**src/rtl/pwm_seq_pkg.sv**
```systemverilog
// Shared types and field layout for the PWM tone sequencer.
// Latency: n/a (declarations only).
// Backpressure: n/a.
package pwm_seq_pkg;

   localparam int DIV_W   = 12;   // divider field, entry bits [15:4]
   localparam int DUR_W   = 4;    // duration field, entry bits [3:0]
   localparam int ENTRIES = 16;
   localparam int IDX_W   = 4;
   localparam int ENTRY_W = DIV_W + DUR_W;

   typedef enum logic [1:0] {
      IDLE = 2'd0,
      LOAD = 2'd1,
      PLAY = 2'd2,
      GAP  = 2'd3
   } seq_state_e;

   // Packed so a raw 16-bit write word maps straight onto the fields.
   typedef struct packed {
      logic [DIV_W-1:0] div;
      logic [DUR_W-1:0] dur;
   } note_t;

endpackage

```
**src/rtl/seq_tick_gen.sv**
```systemverilog
// Prescaler: emits a one-cycle tick every TICK_CYCLES enabled cycles.
// Latency: tick is a decode of the counter, asserted in the last cycle of each period.
// Backpressure: none; clr restarts the period and wins over en.
//
// Ports: clk, rst_n (async active-low), clr (sync clear), en (count enable),
//        tick (period-complete strobe, only while en and not clr).
module seq_tick_gen #(
   parameter int unsigned TICK_CYCLES = 2500000
) (
   input  logic clk,
   input  logic rst_n,
   input  logic clr,
   input  logic en,
   output logic tick
);

   localparam int unsigned CNT_W = (TICK_CYCLES > 1) ? $clog2(TICK_CYCLES) : 1;
   localparam logic [CNT_W-1:0] CNT_LAST = CNT_W'(TICK_CYCLES - 1);

   logic [CNT_W-1:0] cnt;

   always_ff @(posedge clk or negedge rst_n) begin
      if (!rst_n) begin
         cnt <= '0;
      end else if (clr) begin
         cnt <= '0;
      end else if (en) begin
         cnt <= (cnt == CNT_LAST) ? '0 : cnt + 1'b1;
      end
   end

   assign tick = en && !clr && (cnt == CNT_LAST);

endmodule

```
**src/rtl/pwm_tone_sequencer.sv**
```systemverilog
// Steps through a 16-entry note table, driving the pwm_sine divider and a tone gate.
// Latency: start sampled at edge T -> LOAD in T+1 -> divider/tone_on valid from T+2; all outputs registered.
// Backpressure: none; start is ignored while busy, stop aborts to IDLE on the next cycle.
//
// Ports: clk, rst_n (async active-low); wr_en/wr_addr/wr_data table write
//        ([15:4] divider, [3:0] duration ticks); start, stop, loop control;
//        divider, tone_on, busy, step_idx, done (one-cycle end-of-sequence pulse).
module pwm_tone_sequencer
   import pwm_seq_pkg::*;
#(
   parameter int unsigned TICK_CYCLES = 2500000,
   parameter int unsigned GAP_CYCLES  = 1
) (
   input  logic               clk,
   input  logic               rst_n,
   input  logic               wr_en,
   input  logic [IDX_W-1:0]   wr_addr,
   input  logic [ENTRY_W-1:0] wr_data,
   input  logic               start,
   input  logic               stop,
   input  logic               loop,
   output logic [DIV_W-1:0]   divider,
   output logic               tone_on,
   output logic               busy,
   output logic [IDX_W-1:0]   step_idx,
   output logic               done
);

   localparam int unsigned GAP_W = $clog2(GAP_CYCLES + 1);
   localparam logic [GAP_W-1:0] GAP_LAST = GAP_W'(GAP_CYCLES - 1);
   localparam logic [IDX_W-1:0] IDX_LAST = IDX_W'(ENTRIES - 1);

   note_t            note_tab [ENTRIES];
   note_t            cur;
   seq_state_e       state, state_nxt;
   logic [IDX_W-1:0] idx_nxt;
   logic [DIV_W-1:0] div_nxt;
   logic             tone_nxt;
   logic             done_nxt;
   logic [DUR_W-1:0] dur_cnt, dur_nxt;
   logic [GAP_W-1:0] gap_cnt, gap_nxt;
   logic             tick_clr, tick_en, tick;
   logic             eos;

   seq_tick_gen #(.TICK_CYCLES(TICK_CYCLES)) u_tick (
      .clk   (clk),
      .rst_n (rst_n),
      .clr   (tick_clr),
      .en    (tick_en),
      .tick  (tick)
   );

   // The table is a plain flop array; a write in the same cycle as a LOAD
   // lands at the edge, so the LOAD decode sees the pre-write entry.
   always_ff @(posedge clk or negedge rst_n) begin
      if (!rst_n) begin
         for (int i = 0; i < ENTRIES; i++) note_tab[i] <= '0;
      end else if (wr_en) begin
         note_tab[wr_addr] <= note_t'(wr_data);
      end
   end

   assign cur = note_tab[step_idx];

   always_ff @(posedge clk or negedge rst_n) begin
      if (!rst_n) begin
         state    <= IDLE;
         step_idx <= '0;
         divider  <= '0;
         tone_on  <= 1'b0;
         done     <= 1'b0;
         busy     <= 1'b0;
         dur_cnt  <= '0;
         gap_cnt  <= '0;
      end else begin
         state    <= state_nxt;
         step_idx <= idx_nxt;
         divider  <= div_nxt;
         tone_on  <= tone_nxt;
         done     <= done_nxt;
         busy     <= (state_nxt != IDLE);
         dur_cnt  <= dur_nxt;
         gap_cnt  <= gap_nxt;
      end
   end

   always_comb begin
      state_nxt = state;
      idx_nxt   = step_idx;
      div_nxt   = divider;
      tone_nxt  = tone_on;
      done_nxt  = 1'b0;
      dur_nxt   = dur_cnt;
      gap_nxt   = gap_cnt;
      tick_clr  = 1'b0;
      tick_en   = 1'b0;
      eos       = 1'b0;

      unique case (state)
         IDLE: begin
            if (start) begin
               state_nxt = LOAD;
               idx_nxt   = '0;
            end
         end
         LOAD: begin
            if (cur.dur == '0) begin
               eos = 1'b1;
            end else begin
               div_nxt   = cur.div;
               tone_nxt  = (cur.div != '0);
               dur_nxt   = cur.dur;
               tick_clr  = 1'b1;
               state_nxt = PLAY;
            end
         end
         PLAY: begin
            tick_en = 1'b1;
            if (tick) begin
               if (dur_cnt == DUR_W'(1)) begin
                  state_nxt = GAP;
                  tone_nxt  = 1'b0;
                  gap_nxt   = '0;
               end else begin
                  dur_nxt = dur_cnt - 1'b1;
               end
            end
         end
         GAP: begin
            if (gap_cnt == GAP_LAST) begin
               // Past the last entry there is no marker to read, so end here.
               if (step_idx == IDX_LAST) begin
                  eos = 1'b1;
               end else begin
                  idx_nxt   = step_idx + 1'b1;
                  state_nxt = LOAD;
               end
            end else begin
               gap_nxt = gap_cnt + 1'b1;
            end
         end
         default: state_nxt = IDLE;
      endcase

      // Looping from entry 0 would re-read the same marker forever, so an
      // empty table always terminates.
      if (eos) begin
         if (loop && (step_idx != '0)) begin
            state_nxt = LOAD;
            idx_nxt   = '0;
         end else begin
            state_nxt = IDLE;
            done_nxt  = 1'b1;
            idx_nxt   = '0;
            div_nxt   = '0;
            tone_nxt  = 1'b0;
         end
      end

      if (stop) begin
         state_nxt = IDLE;
         idx_nxt   = '0;
         div_nxt   = '0;
         tone_nxt  = 1'b0;
         done_nxt  = 1'b0;
      end
   end

endmodule
```
**config.mk**
```make
export PLATFORM = sky130hd
export DESIGN_NAME = pwm_tone_sequencer
export DESIGN_NICKNAME = d
export VERILOG_FILES = /design/src/rtl/pwm_seq_pkg.sv /design/src/rtl/seq_tick_gen.sv /design/src/rtl/pwm_tone_sequencer.sv
export SDC_FILE = /design/constraint.sdc
export NUM_CORES = 1
export LEC_CHECK = 0
export CAP_MARGIN = 10
export CORE_ASPECT_RATIO = 1.2
export CORE_MARGIN = 1
export CORE_UTILIZATION = 25
export CTS_CLUSTER_DIAMETER = 80
export CTS_CLUSTER_SIZE = 14
export DETAILED_ROUTE_END_ITERATION = 8
export GPL_TIMING_DRIVEN = 0
export SLEW_MARGIN = 15
export SYNTH_ARGS = -nofsm -noshare
export SYNTH_HDL_FRONTEND = slang
export SYNTH_SLANG_ARGS = --single-unit
```
**constraint.sdc**
```tcl
create_clock -name clk -period 2.3 [get_ports clk]
set_input_delay 0.345 -clock clk [delete_from_list [all_inputs] [get_ports clk]]
set_output_delay 0.345 -clock clk [all_outputs]
set_load 0.005 [all_outputs]
```
==> flow_summary_export.csv <==
group,metric,value,unit
run_status,status,"finished with violations",
run_status,violations,"setup timing",
logic_synthesis,syn_area,14550,um2
worst_setup_path,cp.arrival,3.23,ns
min_path,hold_path_class,"in2async",
global_routing,grt_max_degree,108,
detailed_routing,firstDrtPassIters,5,
global_routing,track_usage,0.1337,
run,max-cap-violations,0,
floorplan,start_util,0.2540,
floorplan,row_count,96,
detailed_routing,viasPerCell,4.846,
logic_synthesis,synth.distinct_cells,69,
worst_setup_path,r2r_cells,9,
worst_setup_path,critPathMaxFanout,10,
placement,placed_area,16020,um2
detailed_routing,wl_per_cell,20.91,um
worst_setup_path,worstSetupEndpointType,"register",
logic_synthesis,syn-num-nets,1063,
detailed_routing,routed_wl,38890,um
floorplan,die_area,59180,um2
timing,period_share,1.211,
cells_and_area,multi_input_area,6716,um2
timing,finClkSkew,0.01818,ns
global_routing,gr-total-overflow,0,
cells_and_area,instances_no_fill,1860,
floorplan,die_w,222.2,um
cells_and_area,nets,1161,
worst_setup_path,start_kind,"register",
placement,io_buffers,42,
logic_synthesis,ys_warn_count,0,
cells_and_area,layout-drive-gt1-share,0.4240,
placement,dp_hpwl,26190,um
detailed_routing,via_count,9013,
timing,layout_setup_ws,-0.4859,ns
cells_and_area,antenna_cells,0,
timing,hold_viol_final,0,
clock_network,cts_max_path_buffers,3,
global_routing,antenna_found_initial,1,
worst_setup_path,r2r_start,"step_idx[0]",
timing,slew_headroom,0.3969,
cells_and_area,area_delta_synth_final,18.74,%
global_routing,grt_pass1_wl,60370,um
worst_setup_path,crit_required,2.74,ns
logic_synthesis,async_reset_ff_frac,1.000,
logic_synthesis,yosysSeqAreaShare,0.5210,
logic_synthesis,yosys.area.top_type,"dfrtp_1",
logic_synthesis,synth_top_area_share,0.5210,
logic_synthesis,yosys_most_used_dff,"dfrtp_1",
timing,rsz0062_at_grt,"yes",
floorplan,dieHeight,266.3,um
floorplan,io_pins,45,
global_routing,grt_pass1_vias,9637,
worst_setup_path,cp-startpoint,"step_idx[0]",
detailed_routing,drtIter0Drc,551,
timing,slew_violations,0,
logic_synthesis,postSynthCellCount,1026,
clock_network,clockRootBuffer,"clkbuf_16",
clock_network,cts_sinks,303,
detailed_routing,drtAntennaViolNets,0,
timing,setup_viol,47,
power_and_ir_drop,powerDensity,824.6,nW/um2
timing,worst_slew_pin_slew,0.8971,ns
cells_and_area,fill_cells,5561,
power_and_ir_drop,leakagePower,7.114,nW
clock_network,cts_tree,"yes",
logic_synthesis,synth_seq_cells,303,
clock_network,cts.clk_slew.worst_paths,0.07,ns
power_and_ir_drop,peakVddDrop,0.0004406,V
placement,placed_cells,1809,
detailed_routing,drc,0,
timing,finalCriticalPeriod,2.786,ns
clock_network,clk_latency,0.55,ns
logic_synthesis,syn_area_per_cell,14.18,um2
worst_setup_path,crit_type,"reg2reg",
clock_network,htreeDepth,1,
timing,clock.fmax,359.0,MHz
floorplan,fp.coreArea,57300,um2
placement,pre_cts_ws,-1.123,ns
logic_synthesis,synth_edf_count,0,
placement,gp_congestion,0.8310,
clock_network,cts_buffers,25,
logic_synthesis,ys_top_cells_by_area,"dfrtp_1, mux2_2, mux4_2",
cells_and_area,stdcell_area,17280,um2
cells_and_area,layout.area.seq,7585,um2
timing,fin_setup_tns,-16.58,ns
## metal layers
| layer | up-vias | GRT usage | wire length [um] |
|---|---|---|---|
| li1 | 3979 | - | - |
| met1 | 4793 | 0.1711 | 16630 |
| met2 | 185 | 0.2325 | 19680 |
| met3 | 56 | 0.01610 | 1437 |
| met4 | 0 | 0.04561 | 1143 |
| met5 | - | 0 | 0 |
## cell type report
cell class / count / share of cell area
multi-input cells: 639 / 0.3887
clock buffers: 28 / 0.03801
well taps: 735 / 0.05322
flip-flops and latches: 303 / 0.4389
inverters: 14 / 0.003041
plain buffers: 63 / 0.03056
repair buffers: 78 / 0.04757
## cells by family (layout without fill, tap and decap cells)
| group | count (synthesis) | count (layout) | share of synthesized area |
|---|---|---|---|
| adders and majority gates | 11 | 11 | 0.009457 |
| AOI/OAI and AO/OA | 68 | 68 | 0.03611 |
| and+or+nand+nor | 194 | 194 | 0.07119 |
| DFF | 303 | 303 | 0.5210 |
| buffers and inverters | 84 | 183 | 0.03353 |
| muxes | 358 | 358 | 0.3239 |
| xor gates and xnor gates | 8 | 8 | 0.004815 |
## final timing paths
kind                                  to  slack (ns)
min in group clk              dur_cnt[1]        0.49
min reg2reg                   dur_cnt[1]        0.49
max reg2reg                  step_idx[1]       -0.49
max in group asynchronous  note_tab[252]        0.37
min                        note_tab[148]        0.44
max                          step_idx[1]       -0.49
## worst max-delay path, cell delays in order, from the launching register on
cell and delay, ns:
dfrtp_2 0.40, buf_12 0.16, mux4_2 0.59, a22o_1 0.26, a221oi_4 0.29, buf_6 0.16
o211ai_4 0.11, o21ba_2 0.26, a31o_1 0.23, a32o_1 0.20
## Yosys cell counts (4+ instances only)
cell type  instances
a21oi_1            6
a221oi_1           4
a22oi_1            6
and2_1             5
and3_1            17
and4_1             4
buf_2              7
buf_6              4
clkbuf_1          44
clkbuf_8           4
dfrtp_1          303
ha_1              11
inv_1             13
mux2_2           256
mux2i_1           40
mux4_1             9
mux4_2            53
nand2_1           36
nand2b_1           5
nand3_1           25
nand4_1            8
nor2_1            33
nor2_2             8
nor2b_1            6
nor3_1            17
nor3b_1            5
nor4_1             9
o21ai_0           23
or3_1              5
xnor2_1            5
## placed cells by master, fill, tap and decap left out, types with 8 or more instances in the layout
cell type / count
nand2_1: 33
buf_4: 25
mux4_2: 54
clkbuf_1: 25
nand3_1: 25
clkdlybuf4s50_1: 41
o21ai_0: 19
nor2_2: 12
dfrtp_1: 301
nor3_1: 13
and3_1: 16
mux4_1: 8
clkbuf_2: 11
inv_1: 13
ha_1: 11
buf_12: 8
buf_6: 9
clkbuf_16: 26
nand4_1: 8
mux2_2: 256
mux2i_1: 39
nor2_1: 23
## timing repair
item	4_1_cts	5_1_grt
setup buffers	24	3
gates cloned	2	0
hold endpoints to repair	98	0
resized for setup	72	28
hold buffers	1	0
pin swaps	12	6
setup endpoints to repair	197	117
## report_power, final
| group | switching [mW] | leakage (nW) | internal (mW) |
|---|---|---|---|
| registers | 0.599 | 3.78 | 6.47 |
| logic | 1.45 | 3.01 | 1.88 |
| clock network | 1.86 | 0.324 | 1.99 |
## sequential cells by signal (all words and copies together) (netlist names)
register	count
state	2
tone_on	1
divider	12
done	1
dur_cnt	4
u_tick.cnt	22
note_tab	256
step_idx	4
busy	1
## stage by stage
step	power (mW)	hold WS [ns]	utilization
after floorplan	9.105	0.04941	-
after global placement	9.969	0.4778	0.2774
after detailed placement	10.15	0.4485	0.2795
after CTS	14.33	0.4489	0.2997
after global routing	14.98	0.5131	0.3016
final	14.25	0.4445	0.3016
Note: power is estimated with default switching activity, not from simulation.
